<file path="src/rtl/c1541_pkg.sv">
// Shared definitions for the 1541 track-buffer loader.
//   state_t      : loader FSM states
//   TRK_INVALID  : marker for "no track in buffer"
//   D64_*        : D64 speed-zone sector counts and zone start tracks
package c1541_pkg;

  typedef enum logic [2:0] {
    ST_IDLE,
    ST_WR_REQ,
    ST_WR_WAIT,
    ST_RD_REQ,
    ST_RD_WAIT
  } state_t;

  localparam logic [6:0]  TRK_INVALID    = 7'h7F;

  // Sectors per track in each of the four speed zones.
  localparam logic [31:0] D64_SPT_Z1     = 32'd21;
  localparam logic [31:0] D64_SPT_Z2     = 32'd19;
  localparam logic [31:0] D64_SPT_Z3     = 32'd18;
  localparam logic [31:0] D64_SPT_Z4     = 32'd17;

  // First track of zones 2..4 and the highest addressable track.
  localparam logic [31:0] D64_ZONE2_TRK  = 32'd18;
  localparam logic [31:0] D64_ZONE3_TRK  = 32'd25;
  localparam logic [31:0] D64_ZONE4_TRK  = 32'd31;
  localparam logic [31:0] D64_MAX_TRK    = 32'd42;

  // Sector index of the first sector of each zone (357, 490, 598).
  localparam logic [31:0] D64_ZONE2_BASE = (D64_ZONE2_TRK - 32'd1) * D64_SPT_Z1;
  localparam logic [31:0] D64_ZONE3_BASE = D64_ZONE2_BASE + (D64_ZONE3_TRK - D64_ZONE2_TRK) * D64_SPT_Z2;
  localparam logic [31:0] D64_ZONE4_BASE = D64_ZONE3_BASE + (D64_ZONE4_TRK - D64_ZONE3_TRK) * D64_SPT_Z3;

endpackage

</file>
<file path="src/rtl/c1541_d64_offset.sv">
// Combinational D64 track -> first-sector index.
//   i_t     : D64 track number 1..42
//   o_start : number of sectors in tracks 1..i_t-1
// The largest value (track 42) is 785, so the result needs 10 bits.
module c1541_d64_offset
  import c1541_pkg::*;
(
  input  logic [5:0] i_t,
  output logic [9:0] o_start
);

  logic [31:0] w_t;
  logic [31:0] w_sum;

  always_comb begin
    w_t = {26'd0, i_t};
    if (w_t < D64_ZONE2_TRK)
      w_sum = (w_t - 32'd1) * D64_SPT_Z1;
    else if (w_t < D64_ZONE3_TRK)
      w_sum = D64_ZONE2_BASE + (w_t - D64_ZONE2_TRK) * D64_SPT_Z2;
    else if (w_t < D64_ZONE4_TRK)
      w_sum = D64_ZONE3_BASE + (w_t - D64_ZONE3_TRK) * D64_SPT_Z3;
    else
      w_sum = D64_ZONE4_BASE + (w_t - D64_ZONE4_TRK) * D64_SPT_Z4;
    o_start = w_sum[9:0];
  end

endmodule

</file>
<file path="src/rtl/c1541_track_loader.sv">
// Track-buffer loader (clk_sys side of the 1541). Keeps the track buffer in
// step with the head position by issuing SD block reads, and writes a
// modified track back on request.
//   clk, reset      : system clock, synchronous active-high reset
//   gcr_mode        : 1 = G64 image, 0 = D64 image
//   change          : img_mounted level, rising edge invalidates the buffer
//   track           : half-track from the drive clock domain
//   save_track      : toggle, each edge requests write-back of loaded track
//   sd_lba          : first block of the request
//   sd_blk_cnt      : blocks minus one
//   sd_rd / sd_wr   : SD read / write request, held until sd_ack
//   sd_ack          : SD controller acknowledge
//   busy            : buffer not (yet) valid for the current track
module c1541_track_loader
  import c1541_pkg::*;
#(
  parameter int G64_BLKS = 16,
  parameter int D64_BLKS = 11
)
(
  input  logic        clk,
  input  logic        reset,
  input  logic        gcr_mode,
  input  logic        change,
  input  logic [6:0]  track,
  input  logic        save_track,
  output logic [31:0] sd_lba,
  output logic [5:0]  sd_blk_cnt,
  output logic        sd_rd,
  output logic        sd_wr,
  input  logic        sd_ack,
  output logic        busy
);

  logic [6:0]  r_trk_m, r_trk_s, r_trk_d, r_track_s;
  logic        r_save_m, r_save_s, r_save_d;
  logic        r_chg_m, r_chg_s, r_chg_d;

  state_t      r_state, w_state_nxt;
  logic [6:0]  r_loaded, w_loaded_nxt;
  logic [6:0]  r_target, w_target_nxt;
  logic        r_save_pend, w_save_pend_nxt;
  logic        r_chg_pend, w_chg_pend_nxt;
  logic        r_sd_rd, r_sd_wr, r_busy, w_busy_nxt;
  logic [31:0] r_sd_lba;
  logic [5:0]  r_sd_cnt;
  logic        w_req_load;

  logic        w_save_edge, w_chg_edge, w_ld_valid, w_do_save, w_do_read;
  logic [6:0]  w_idx, w_t7;
  logic [5:0]  w_t;
  logic [9:0]  w_start;
  logic [31:0] w_lba;
  logic [5:0]  w_cnt;

  // Synchronisers. The track chain resets to "invalid" so no read is issued
  // before the real head position has come through.
  always_ff @(posedge clk) begin
    if (reset) begin
      r_trk_m   <= TRK_INVALID;
      r_trk_s   <= TRK_INVALID;
      r_trk_d   <= TRK_INVALID;
      r_track_s <= TRK_INVALID;
      r_save_m  <= 1'b0;
      r_save_s  <= 1'b0;
      r_save_d  <= 1'b0;
      r_chg_m   <= 1'b0;
      r_chg_s   <= 1'b0;
      r_chg_d   <= 1'b0;
    end else begin
      r_trk_m  <= track;
      r_trk_s  <= r_trk_m;
      r_trk_d  <= r_trk_s;
      // Accept the track only once it has held for two cycles, so a
      // multi-bit change caught mid-transition is never used.
      if (r_trk_s == r_trk_d)
        r_track_s <= r_trk_d;
      r_save_m <= save_track;
      r_save_s <= r_save_m;
      r_save_d <= r_save_s;
      r_chg_m  <= change;
      r_chg_s  <= r_chg_m;
      r_chg_d  <= r_chg_s;
    end
  end

  assign w_save_edge = r_save_s ^ r_save_d;
  assign w_chg_edge  = r_chg_s & ~r_chg_d;
  assign w_ld_valid  = (r_loaded != TRK_INVALID);
  assign w_do_save   = r_save_pend & w_ld_valid;
  assign w_do_read   = (r_track_s != r_loaded) && (r_track_s != TRK_INVALID);

  // Address of the request about to be issued: write-back uses the loaded
  // track, a read uses the current head position.
  assign w_idx = w_do_save ? r_loaded : r_track_s;
  assign w_t7  = {1'b0, w_idx[6:1]} + 7'd1;
  assign w_t   = (w_t7 > 7'(D64_MAX_TRK)) ? 6'(D64_MAX_TRK) : w_t7[5:0];

  c1541_d64_offset u_d64_offset (
    .i_t     (w_t),
    .o_start (w_start)
  );

  assign w_lba = gcr_mode ? ({25'd0, w_idx} * 32'(G64_BLKS))
                          : ({22'd0, w_start} >> 1);
  assign w_cnt = gcr_mode ? 6'(G64_BLKS - 1) : 6'(D64_BLKS - 1);

  always_comb begin
    w_state_nxt     = r_state;
    w_loaded_nxt    = r_loaded;
    w_target_nxt    = r_target;
    w_save_pend_nxt = r_save_pend | (w_save_edge & w_ld_valid);
    w_chg_pend_nxt  = r_chg_pend;
    w_req_load      = 1'b0;
    w_busy_nxt      = 1'b0;

    case (r_state)
      ST_IDLE: begin
        if (w_chg_edge) begin
          w_loaded_nxt    = TRK_INVALID;
          w_save_pend_nxt = 1'b0;
        end else if (!sd_ack) begin
          // Holding off while sd_ack is high covers an ack left over from a
          // transfer cut short by reset.
          if (w_do_save) begin
            w_state_nxt     = ST_WR_REQ;
            w_save_pend_nxt = 1'b0;
            w_req_load      = 1'b1;
          end else if (w_do_read) begin
            w_state_nxt  = ST_RD_REQ;
            w_target_nxt = r_track_s;
            w_req_load   = 1'b1;
          end
        end
      end
      ST_WR_REQ:  if (sd_ack)  w_state_nxt = ST_WR_WAIT;
      ST_WR_WAIT: if (!sd_ack) w_state_nxt = ST_IDLE;
      ST_RD_REQ:  if (sd_ack)  w_state_nxt = ST_RD_WAIT;
      ST_RD_WAIT: begin
        if (!sd_ack) begin
          w_state_nxt  = ST_IDLE;
          w_loaded_nxt = r_target;
        end
      end
      default: w_state_nxt = ST_IDLE;
    endcase

    // A mount change during a transfer is deferred until the handshake is
    // over; it then forces a fresh read and drops any pending save.
    if (r_state != ST_IDLE) begin
      if (w_chg_edge)
        w_chg_pend_nxt = 1'b1;
      if ((w_state_nxt == ST_IDLE) && (r_chg_pend || w_chg_edge)) begin
        w_loaded_nxt    = TRK_INVALID;
        w_save_pend_nxt = 1'b0;
        w_chg_pend_nxt  = 1'b0;
      end
    end

    // Busy also covers an idle cycle with work still pending, so the GCR
    // stage never sees a stale buffer between requests.
    w_busy_nxt = (w_state_nxt != ST_IDLE)
               | (w_save_pend_nxt & (w_loaded_nxt != TRK_INVALID))
               | ((r_track_s != w_loaded_nxt) & (r_track_s != TRK_INVALID));
  end

  always_ff @(posedge clk) begin
    if (reset) begin
      r_state     <= ST_IDLE;
      r_loaded    <= TRK_INVALID;
      r_target    <= TRK_INVALID;
      r_save_pend <= 1'b0;
      r_chg_pend  <= 1'b0;
      r_sd_rd     <= 1'b0;
      r_sd_wr     <= 1'b0;
      r_busy      <= 1'b0;
      r_sd_lba    <= 32'd0;
      r_sd_cnt    <= 6'd0;
    end else begin
      r_state     <= w_state_nxt;
      r_loaded    <= w_loaded_nxt;
      r_target    <= w_target_nxt;
      r_save_pend <= w_save_pend_nxt;
      r_chg_pend  <= w_chg_pend_nxt;
      r_sd_rd     <= (w_state_nxt == ST_RD_REQ);
      r_sd_wr     <= (w_state_nxt == ST_WR_REQ);
      r_busy      <= w_busy_nxt;
      if (w_req_load) begin
        r_sd_lba <= w_lba;
        r_sd_cnt <= w_cnt;
      end
    end
  end

  assign sd_rd      = r_sd_rd;
  assign sd_wr      = r_sd_wr;
  assign busy       = r_busy;
  assign sd_lba     = r_sd_lba;
  assign sd_blk_cnt = r_sd_cnt;

endmodule

</file>
<file path="config.mk">
export PLATFORM = sky130hd
export DESIGN_NAME = c1541_track_loader
export DESIGN_NICKNAME = d
export VERILOG_FILES = /design/src/rtl/c1541_pkg.sv /design/src/rtl/c1541_d64_offset.sv /design/src/rtl/c1541_track_loader.sv
export SDC_FILE = /design/constraint.sdc
export NUM_CORES = 1
export LEC_CHECK = 0
export BUFFER_PORTS_ARGS = -buffer_cell sky130_fd_sc_hd__buf_2
export CAP_MARGIN = 20
export CORE_UTILIZATION = 65
export DETAILED_ROUTE_END_ITERATION = 7
export HOLD_SLACK_MARGIN = 0.15
export PLACE_DENSITY = 0.82
export REMOVE_ABC_BUFFERS = 1
export SLEW_MARGIN = 10
export SYNTH_ARGS = -nofsm -noshare
export SYNTH_HDL_FRONTEND = slang
export SYNTH_SLANG_ARGS = --single-unit
</file>
<file path="constraint.sdc">
create_clock -name clk -period 10.2 [get_ports clk]
set_input_delay 2.04 -clock clk [delete_from_list [all_inputs] [get_ports clk]]
set_output_delay 2.04 -clock clk [all_outputs]
set_load 0.02 [all_outputs]
</file>
# --- Word-level counts from Yosys, hierarchy flattened ---
# Cells that the tools add are included.
word_totals:
  ff_bits: 94
  in_bits: 13
  out_inout_bits: 41
  wordCells: 105
classes:
  addsub: 8
  multipliers: 4
  magnitude_cmp: 4
  eq_ne: 12
  muxes: 33
  bitwise: 13
  n_reduce_logical: 11
op_table:
  columns: ["op", "n"]
  rows:
  - ["multiplier 32 x 5 -> 10 bit, second input constant", 3]
  - ["2-to-1 mux 7 bit", 5]
  - ["multiplier 32 x 4 -> 9 bit, second input constant", 1]
  - ["2-to-1 mux 10 bit", 3]
  - ["2-to-1 mux 3 bit", 8]
  - ["!= test 7 bit, second input constant", 3]
  - ["subtractor 6 x 5 -> 7 bit, second input constant", 3]
  - ["adder 9 x 10 -> 10 bit, first input constant", 2]
  - ["less-than comparator 6 x 5 -> 1 bit, second input constant", 3]
  - ["!= test 7 bit", 2]
  - ["one-hot mux 7 bit (2 select lines)", 1]
  - ["2-to-1 mux 1 bit", 13]
  - ["one-hot mux 3 bit (4 select lines)", 1]
  - ["2-to-1 mux 11 bit", 1]
  - ["adder 10 bit, first input constant", 1]
  - ["== test 3 x 2 -> 1 bit, second input constant", 3]
  - ["adder 6 x 1 -> 7 bit, second input constant", 1]
  - ["== test 7 bit", 1]
  - ["> comparator 7 x 6 -> 1 bit, second input constant", 1]
  - ["subtractor 6 x 1 -> 7 bit, second input constant", 1]
  - ["== test 3 x 1 -> 1 bit, second input constant", 2]
  - ["logical NOT 3 bit", 2]
  - ["2-to-1 mux 6 bit", 1]
  - ["nonzero test 3 bit", 2]
  - ["11 further kinds", 21]

# --- Longest topological paths before layout ---
# Gate-level depths: netlist (run 1).
logic_depth:
  word_depth: 15
  ltp_mapped: 31
  depth_no_buf: 29

# --- Hierarchy ---
# Synthesis (run 1) repeated with hierarchy kept, for this count alone.
unflattened:
  hier_cells: 719
  hier_area_um2: 5925.7
by_module_without_submodules:
  columns: ["mod", "n_inst", "cells_each", "area_each_um2", "seq_area_each_um2"]
  rows:
  - ["c1541_track_loader", 1, 405, 3449.6, 1381.3]
  - ["c1541_d64_offset", 1, 314, 2476.1, 0.0]

# --- Least setup slack after synthesis (run 1) ---
# Ideal clock, no wire load.
synth_path:
  kind: "flip-flop to flip-flop"
  start: "register r_loaded[6]"
  end: "register r_sd_lba[8], in the netlist sd_lba[8]"
  setup_ns: 0.124
  arrival_ns: 6.274
  required_ns: 10.076
  path_slack_ns: 3.802
  path_stages_with_launch: 32
  n_path_buf: 3
  period_less_slack_ns: 6.398
  cell_sequence: "dfxtp_1 and3_4 buf_6 a31oi_1 o22ai_1 inv_1 ha_1 clkbuf_1 or4_4 and2_4 buf_6 a21oi_1 ha_1 inv_1 nor2_1 o211ai_1 o311ai_2 xor2_1 ha_1 ha_1 ha_1 ha_1 nor2b_1 o21ai_0 nand2b_1 a21o_1 a21oi_1 xnor2_1 xnor2_1 a221o_1 nor4_1 a21oi_1"
synth_between:
  elab_chain_len: 13
  elab_cells_between_ends: 31
  cone_classes: "add/sub: 8; mul: 4; order compare: 4; eq/ne: 2; mux: 11; bitwise: 1; reduce/logical: 1"
synth_rtl:
  columns: ["item", "line_no", "rtl"]
  rows:
  - ["start: declaration", "c1541_track_loader.sv:40", "logic [6:0] r_loaded, w_loaded_nxt;"]
  - ["start signal: assignment", "c1541_track_loader.sv:181", "r_loaded <= w_loaded_nxt;"]
  - ["!= test 7 bit", "c1541_track_loader.sv:89", "assign w_ld_valid = (r_loaded != TRK_INVALID);"]
  - ["AND 1 bit", "c1541_track_loader.sv:90", "assign w_do_save = r_save_pend & w_ld_valid;"]
  - ["2-to-1 mux 7 bit", "c1541_track_loader.sv:95", "assign w_idx = w_do_save ? r_loaded : r_track_s;"]
  - ["adder 6 x 1 -> 7 bit", "c1541_track_loader.sv:96", "assign w_t7 = {1'b0, w_idx[6:1]} + 7'd1;"]
  - ["> comparator 7 x 6 -> 1 bit", "c1541_track_loader.sv:97", "assign w_t = (w_t7 > 7'(D64_MAX_TRK)) ? 6'(D64_MAX_TRK) : w_t7[5:0];"]
  - ["2-to-1 mux 6 bit", "c1541_track_loader.sv:97", null]
  - ["subtractor 6 x 5 -> 7 bit, on equally long branches", "c1541_d64_offset.sv:24, c1541_d64_offset.sv:22", null]
  - ["multiplier 32 x 5 -> 10 bit or multiplier 32 x 4 -> 9 bit (tied branches)", "c1541_d64_offset.sv:24, c1541_d64_offset.sv:22", null]
  - ["adder 10 bit or adder 9 x 10 -> 10 bit (tied branches)", "c1541_d64_offset.sv:24, c1541_d64_offset.sv:22", null]
  - ["2-to-1 mux 10 bit", "c1541_d64_offset.sv:21", "else if (w_t < D64_ZONE4_TRK)"]
  - ["2-to-1 mux 10 bit", "c1541_d64_offset.sv:19", "else if (w_t < D64_ZONE3_TRK)"]
  - ["2-to-1 mux 10 bit", "c1541_d64_offset.sv:17", "if (w_t < D64_ZONE2_TRK)"]
  - ["2-to-1 mux 11 bit", "c1541_track_loader.sv:104", "assign w_lba = gcr_mode ? ({25'd0, w_idx} * 32'(G64_BLKS))"]
  - ["end signal: assignment", "c1541_track_loader.sv:189", "r_sd_lba <= w_lba;"]
  - ["end: declaration", "c1541_track_loader.sv:45", "logic [31:0] r_sd_lba;"]
# Several ways; a longest one is shown, not always the timed one.
# A chain may end at the register's enable or synchronous reset.

# --- Final worst setup path (run 1) ---
layout_path:
  start: "register r_save_pend"
  end: "register r_sd_lba[8], in the netlist sd_lba[8]"
layout_between:
  elab_chain_len: 12
  elab_cells_between_ends: 27
  cone_classes: "add/sub: 8; mul: 4; order compare: 4; mux: 10; bitwise: 1"
layout_rtl:
  columns: ["item", "line_no", "rtl"]
  rows:
  - ["start: declaration", "c1541_track_loader.sv:42", "logic r_save_pend, w_save_pend_nxt;"]
  - ["start signal: assignment", "c1541_track_loader.sv:183", "r_save_pend <= w_save_pend_nxt;"]
  - ["AND 1 bit (*)", "c1541_track_loader.sv:90", null]
  - ["2-to-1 mux 7 bit", "c1541_track_loader.sv:95", null]
  - ["adder 6 x 1 -> 7 bit", "c1541_track_loader.sv:96", null]
  - ["> comparator 7 x 6 -> 1 bit", "c1541_track_loader.sv:97", null]
  - ["2-to-1 mux 6 bit", "c1541_track_loader.sv:97", null]
  - ["subtractor 6 x 5 -> 7 bit, on equally long branches", "c1541_d64_offset.sv:24, c1541_d64_offset.sv:22", null]
  - ["multiplier 32 x 5 -> 10 bit or multiplier 32 x 4 -> 9 bit (tied branches)", "c1541_d64_offset.sv:24, c1541_d64_offset.sv:22", null]
  - ["adder 10 bit or adder 9 x 10 -> 10 bit (tied branches)", "c1541_d64_offset.sv:24, c1541_d64_offset.sv:22", null]
  - ["2-to-1 mux 10 bit", "c1541_d64_offset.sv:21", null]
  - ["2-to-1 mux 10 bit", "c1541_d64_offset.sv:19", null]
  - ["2-to-1 mux 10 bit", "c1541_d64_offset.sv:17", null]
  - ["2-to-1 mux 11 bit", "c1541_track_loader.sv:104", null]
# Mark *: on every way between the ends. The rest lies on a longest branch, timed or not.

==> results of run 1 <==
-- worst paths after layout --
path / start / end / slack, ps / cells past startpoint
worst max-delay path: r_save_pend / sd_lba[8] / 2760 / 27
worst min-delay path: r_trk_m[1] / r_trk_s[1] / 410 / 1
worst max register to register: r_save_pend / sd_lba[8] / 2760 / 27
worst min register to register: r_trk_m[1] / r_trk_s[1] / 410 / 1
-- worst max-delay path, delay by kind of cell (launching register included) --
kind                     cells  cell delay (ps)
AO/OA/AOI/OAI                9             2830
adder cells (fa/ha/maj)      5             1880
AND/OR/NAND/NOR              5              640
multiplexers                 2              590
flip-flops                   1              580
buffers and inverters        4              440
XOR/XNOR                     2              380
-- cells by family after synthesis --
logic type	share of synthesized area, %
other	0.06346
and+or+nand+nor	18.23
buffers and inverters	9.634
muxes	2.287
AOI/OAI and AO/OA	19.92
xor gates and xnor gates	8.744
adders and majority gates	17.74
DFF	23.37
-- layout make-up --
cell class,count,area [um^2]
repair buffers,33,172.7
inverters,54,202.7
flip-flops and latches,69,1381
clock inverters,7,65.06
well taps,108,135.1
multi-input cells,545,4041
fillers,711,2641
clock buffers,9,123.9
-- cell usage after synthesis (all sizes together) (12+ instances only) --
cell     n  area, um^2
clkbuf  25       96.34
nor2    40       160.2
or2     24       150.1
xnor2   37       324.1
nand2   59       224.0
buf     37       270.3
o21ai   22       110.1
fa      13       260.3
inv     54       202.7
dfxtp   69        1381
ha      63       788.3
nand3   12       60.06
a21oi   42       221.5
nor3    14       75.07
nor2b   16       100.1
xor2    22       192.7
-- per-layer routing --
metal,wire length [um],GRT usage (%),vias up
met5,0,0,-
met3,1353,6.619,26
met2,6240,48.16,285
met4,228,6.561,0
met1,6414,42.81,2417
li1,-,-,2426
-- state kept, by name, summed over array words and instances, names as in the netlist, 2 cells and up --
register,count
r_target,7
sd_blk_cnt,2
r_track_s,7
r_trk_m,7
r_state,3
sd_lba,11
r_loaded,7
r_trk_s,7
r_trk_d,7
-- stage by stage --
stage / hold slack (ps) / worst slack [ps] / util (%)
after floorplan: 389.5 / 3978 / -
after detailed placement: 395.8 / 3023 / 67.70
final: 414.9 / 2764 / 69.86
after global placement: 391.1 / 3395 / 67.70
after global routing: 431.3 / 2271 / 69.86
after CTS: 419.3 / 2996 / 69.86
-- power breakdown --
part,switching (mW),total [mW],internal [mW],leakage (nW)
combinational,0.786,1.33,0.543,2.16
clock,0.124,0.219,0.0941,0.0943
sequential,0.0235,0.319,0.296,0.566
total,0.934,1.87,0.933,2.82
==> impl_metrics.yaml, run 1 <==
place:
  dp.cells: 809
  gp_congestion: 0.9591
  io_buffers: 30
  dpl.hpwl_mm: 10.81
  place_area_um2: 5933
setup_path:
  arrival_ps: 7730
  crit_fanout: 11
  end_kind: "register"
  crit_type: "reg2reg"
  cp_slowest_stage_delay_ps: 640
  start_kind: "register"
  crit_slowest_cell: "o21ai_1"
  cp_common_cell: "ha_1"
  crit_required_ps: 10490
sta:
  slew_viol_final: 0
  finalHoldViolCount: 0
  tns_ps: 0
  max_slew_margin_pct: 40.03
  min_period_over_period_pct: 72.91
  fin_skew_ps: 14.70
  tightest_slew_ps: 897.7
  grt_setup_unrepaired: "no"
  fmax_ghz: 0.1345
  min_period_ps: 7436
  setup_viol: 0
logic_synthesis:
  synth-main-ff-cell: "dfxtp_1"
  synthesis.area_per_instance_um2: 8.347
  ys_seq_area_share_pct: 23.37
  netlist_area_um2: 5909
  syn_inst: 708
  synth-seq-cells: 69
  synth-edff-count: 0
  async_flop_share_pct: 0
  synth_cell_type_count: 73
  synth_warnings: 0
finish:
  area.growth.synth_to_final_pct: 3.599
  layout_common_cells: "dfxtp_1, ha_1, nand2_1, inv_1, a21oi_1"
  drive_above_1_share_pct: 13.81
  final_common_cell: "dfxtp_1"
  num_antenna_cells: 0
  fin_cells: 825
  final_cell_area_um2: 6122
  fin_nets: 801
global_route:
  grt_first_pass_wirelength_mm: 23.60
  grtUsageTotal_pct: 30.49
  grt_max_degree: 53
  grt-ovfl-total: 0
  grt_pass1_vias: 4829
  antenna_found_initial: 0
die:
  core_um2: 8763
  rows: 34
  io-pin-count: 54
  die_height_um: 97.35
  initial_core_util_pct: 67.43
  die-area_um2: 9477
  die-width_um: 97.35
detailed_routing:
  drc_errors: 0
  vias: 5154
  wire_per_inst_um: 17.26
  viasPerCell: 6.247
  drt_iter0_markers: 508
  ant_nets: 0
  drtPass1Iterations: 5
  drt-total-wl_mm: 14.24
clock_tree:
  numClockSinks: 69
  cts_max_path_buffers: 2
  cts_made_buffers: 9
  cts-resized-gates: 0
  htree_num_levels: 3
  cts_root_buffer: "clkbuf_8"
  postCtsHoldBufs: 0
  post_cts_buffers: 0
  cts_tree: "done"
  path_clk_slew_ps: 90
  clock_latency_ps: 360
status:
  outcome: "complete, no violations"
power_and_ir_drop:
  p_leak_nw: 2.818
  power.density_nw_per_um2: 304.9
  power_mw: 1.867
  ir_drop_uv: 206.9
hold_path:
  hold_class: "reg2reg"
run:
  cap_violations: 0
(Power assumes the default switching activity.)
==> run 2: changes to the inputs <==
CORE_UTILIZATION = 61   (was 65)
PLACE_DENSITY = 0.78   (was 0.82)
clock period = 7.3 ns   (was 10.2 ns; I/O delays follow)
==> impl_metrics.yaml, run 2 (synthesis gave the netlist of run 1 again) <==
die:
  die-area_um2: 10090
  die-width_um: 100.4
  die_height_um: 100.4
  rows: 35
  io-pin-count: 54
  initial_core_util_pct: 63.35
  core_um2: 9328
place:
  io_buffers: 30
  gp_congestion: 0.9343
  place_area_um2: 5982
  dpl.hpwl_mm: 10.74
finish:
  num_antenna_cells: 0
  drive_above_1_share_pct: 14.17
  final_cell_area_um2: 6191
  layout_common_cells: "dfxtp_1, ha_1, nand2_1, inv_1, a21oi_1"
  area.growth.synth_to_final_pct: 4.764
  final_common_cell: "dfxtp_1"
  largest_reg_flops: 11
  fin_nets: 804
detailed_routing:
  drtPass1Iterations: 5
  drt-total-wl_mm: 14.09
  wire_per_inst_um: 16.59
  vias: 5062
  ant_nets: 0
  viasPerCell: 5.962
  drt_iter0_markers: 420
  drc_errors: 0
clock_tree:
  cts_max_path_buffers: 2
  numClockSinks: 69
  cts_made_buffers: 9
  post_cts_buffers: 0
  htree_num_levels: 3
  path_clk_slew_ps: 90
  clock_latency_ps: 350
  cts_tree: "done"
  cts_root_buffer: "clkbuf_8"
sta:
  min_period_over_period_pct: 94.48
  setup_viol: 0
  min_period_ps: 6897
  finalHoldViolCount: 0
  tightest_slew_ps: 746.1
  max_slew_margin_pct: 48.84
  fmax_ghz: 0.1450
  slew_viol_final: 0
  grt_setup_unrepaired: "no"
  fin_skew_ps: 11.60
  tns_ps: 0
power_and_ir_drop:
  switching_share_pct: 49.55
  internal_power_mw: 1.312
  p_leak_nw: 2.842
  combPwrFrac_pct: 71.0
  seqPwrFrac_pct: 17.1
  clkPwrFrac_pct: 11.9
  ir_drop_uv: 263.4
  p_sw_mw: 1.289
  power.density_nw_per_um2: 420.2
hold_path:
  hold_end: "r_trk_s[3]"
  hold_class: "reg2reg"
  hold_depth: 1
  hp-start: "r_trk_m[3]"
setup_path:
  cp_common_cell: "ha_1"
  cp_slowest_stage_delay_ps: 580
  crit_type: "reg2reg"
  arrival_ps: 7120
  rrSetupSlack_ps: 400
  r2r_start: "r_loaded[4]"
  start_kind: "register"
  end_kind: "register"
  crit_slowest_cell: "or4_4"
  crit_required_ps: 7530
  r2r_cells: 28
  crit_fanout: 10
  r2r_end: "sd_lba[8]"
global_route:
  grt-ovfl-total: 0
  grtUsageTotal_pct: 29.18
  grt_max_degree: 53
  grt_first_pass_wirelength_mm: 23.14
  grt_pass1_vias: 4718
  antenna_found_initial: 0
status:
  outcome: "complete, no violations"
run:
  cap_violations: 0
[run 2: stage by stage]
stage | instances | util (%) | hold WS (ps) | total power, mW | worst slack, ps
5_1_grt | 849 | 66.37 | 437.6 | 2.819 | 16.23
4_1_cts | 849 | 66.25 | 418.0 | 2.576 | 504.8
3_3_place_gp | 833 | 64.13 | 390.9 | 2.198 | 777.7
2_1_floorplan | 668 | - | 389.5 | 1.819 | 1078
3_5_place_dp | 833 | 64.13 | 395.5 | 2.252 | 559.3
6_report | 849 | 66.37 | 415.4 | 2.601 | 403.1
[run 2: layout make-up]
class                      count  area (um^2)
clock buffer                   9        123.9
timing repair buffer          36        195.2
sequential                    69         1381
inverter                      54        202.7
multi-input combinational    545         4053
fill                         801         3137
tap                          129        161.4
clock inverter                 7        73.82
[run 2: how the worst max path moves through the flow]
| stage | from | end | slack [ps] | cells after the start |
|---|---|---|---|---|
| after global placement | r_loaded[3] | sd_lba[8] | 780 | 26 |
| after floorplan | r_loaded[4] | sd_lba[8] | 1080 | 28 |
| after global routing | r_loaded[4] | sd_lba[8] | 20 | 25 |
| final | r_loaded[4] | sd_lba[8] | 400 | 28 |
| after CTS | r_save_pend | sd_lba[8] | 500 | 28 |
| after detailed placement | r_save_pend | sd_lba[8] | 560 | 23 |
[run 2: repair_timing]
item                       in CTS  in global routing
hold buffers                    0                  0
gates resized for setup         0                  1
setup endpoints to repair       0                  1
[run 2: power groups by stage]
stage          logic [mW]  clock network [mW]  registers, mW
3_3_place_gp         1.75                   0          0.452
6_report             1.85               0.309          0.445
3_5_place_dp         1.80                   0          0.453
2_1_floorplan        1.35                   0          0.469
4_1_cts              1.82               0.312          0.444
5_1_grt              2.04               0.330          0.449
[run 2: critical path, delay by kind of cell (launching register included)]
kind | cells | cell delay, ps
XOR/XNOR | 3 | 540
flip-flops | 1 | 550
AND/OR/NAND/NOR | 7 | 1580
buffers and inverters | 2 | 180
adder cells (fa/ha/maj) | 6 | 1810
AO/OA/AOI/OAI | 10 | 2120
[run 2: metal layers]
metal,vias to the layer above,global-route usage (%),wire (um)
met5,-,0,0
met4,0,8.473,324
met3,37,4.805,1115
met2,223,45.21,6084
met1,2375,41.73,6561
li1,2427,-,-
==> run 3: changes to the inputs <==
PLACE_DENSITY = not set   (was 0.78)
PLACE_DENSITY_LB_ADDON = 0.15   (was not set)
==> impl_metrics.yaml, run 3 (synthesis gave the netlist of run 1 again) <==
power_and_ir_drop:
  ir_drop_uv: 335.0
  power_mw: 2.714
  p_sw_mw: 1.320
  p_leak_nw: 2.870
  switching_share_pct: 48.63
  power.density_nw_per_um2: 432.7
  internal_power_mw: 1.394
  clkPwrFrac_pct: 13.6
  combPwrFrac_pct: 70.1
  seqPwrFrac_pct: 16.3
setup_path:
  rrSetupSlack_ps: 500
  crit_required_ps: 7550
  crit_slowest_cell: "or4_4"
  path_delay_family: "compound AO/OA/AOI/OAI gates"
  end_kind: "register"
  crit_type: "reg2reg"
  r2r_start: "r_loaded[3]"
  crit_fanout: 10
  r2r_cells: 28
  cp_slowest_stage_delay_ps: 580
  start_kind: "register"
  worstSetupPathDepth: 28
  arrival_ps: 7050
  startpoint: "r_loaded[3]"
  cp_common_cell: "ha_1"
  cp_num_buf_inv: 2
sta:
  holdWs_ps: 412.9
  setup_slack_ps: 496.0
  slew_viol_final: 0
  min_period_ps: 6804
  tns_ps: 0
  fmax_ghz: 0.1470
  tightest_slew_ps: 739.6
  setup_viol: 0
  grt_setup_unrepaired: "no"
  fin_skew_ps: 18.32
  finalHoldViolCount: 0
  max_slew_margin_pct: 49.28
  min_period_over_period_pct: 93.21
detailed_routing:
  dr_wl_met3_mm: 1.388
  met2_length_mm: 6.479
  ant_nets: 0
  drt_iter0_markers: 450
  viasPerCell: 5.972
  drc_errors: 0
  drt-total-wl_mm: 14.55
  top_layer: "met4"
  wire_per_inst_um: 17.08
  routedLengthMet1_mm: 6.538
  drtPass1Iterations: 5
  vias: 5088
finish:
  area.growth.synth_to_final_pct: 6.140
  largest_reg_flops: 11
  layout_common_cells: "dfxtp_1, ha_1, nand2_1, inv_1, a21oi_1"
  fin_nets: 807
  drive_above_1_share_pct: 15.08
  final_common_cell: "dfxtp_1"
  fillers: 811
  final_util_pct: 67.24
  num_antenna_cells: 0
hold_path:
  hp-start: "r_trk_m[3]"
  hold_depth: 1
  hold_class: "reg2reg"
clock_tree:
  cts-resized-gates: 0
  htree_num_levels: 3
  cts_made_buffers: 9
  post_cts_buffers: 0
  numClockSinks: 69
  path_clk_slew_ps: 80
  cts_max_path_buffers: 2
  cts_root_buffer: "clkbuf_8"
  postCtsHoldBufs: 0
  clock_latency_ps: 360
  cts_tree: "done"
global_route:
  grt_max_degree: 53
  grt-ovfl-total: 0
  antenna_found_initial: 0
  grt_pass1_vias: 4795
  grt_first_pass_wirelength_mm: 23.82
  grtUsageTotal_pct: 30.09
die:
  io-pin-count: 54
  die-area_um2: 10090
  core_um2: 9328
  die_height_um: 100.4
  initial_core_util_pct: 63.35
  die-width_um: 100.4
  rows: 35
place:
  io_buffers: 30
  place_ws_ps: 436.9
  gp_congestion: 0.9460
  dpl.hpwl_mm: 11.14
run:
  cap_violations: 0
status:
  outcome: "complete, no violations"
## run 3: through the flow
step	std cells	instance area, um^2
global route	852	6272
floorplan	668	5625
detailed placement	836	6005
global placement	836	6005
CTS	852	6233
finish	852	6272
## run 3: cell type report
class / count / area [um^2] / area share (%)
clock inverters: 7 / 105.1 / 1.676
clock buffers: 9 / 123.9 / 1.975
repair buffers: 39 / 217.7 / 3.471
well taps: 129 / 161.4 / 2.573
multi-input cells: 545 / 4079 / 65.03
inverters: 54 / 202.7 / 3.232
flip-flops and latches: 69 / 1383 / 22.04
## run 3: power groups by stage
| stage | clock, mW | combinational [mW] | sequential (mW) |
|---|---|---|---|
| 2_1_floorplan | 0 | 1.35 | 0.469 |
| 3_3_place_gp | 0 | 1.78 | 0.450 |
| 3_5_place_dp | 0 | 1.84 | 0.452 |
| 4_1_cts | 0.377 | 1.87 | 0.443 |
| 5_1_grt | 0.390 | 2.09 | 0.449 |
| 6_report | 0.369 | 1.90 | 0.444 |
## run 3: worst register-to-register path: cells and delay by family (launching register included)
kind / cells / cell delay (ps)
AO/OA/AOI/OAI: 10 / 2120
XOR/XNOR: 3 / 480
adder cells (fa/ha/maj): 6 / 1840
buffers and inverters: 2 / 160
flip-flops: 1 / 520
AND/OR/NAND/NOR: 7 / 1580
## run 3: final timing paths
path | endpoint
hold reg to reg | r_trk_s[3]
setup / recovery | sd_lba[8]
hold / removal | r_trk_s[3]
setup reg to reg | sd_lba[8]
## run 3: layer usage
metal | vias up | track usage, %
li1 | 2443 | -
met1 | 2369 | 42.07
met2 | 257 | 48.95
met3 | 19 | 5.153
met4 | 0 | 5.909
met5 | - | 0
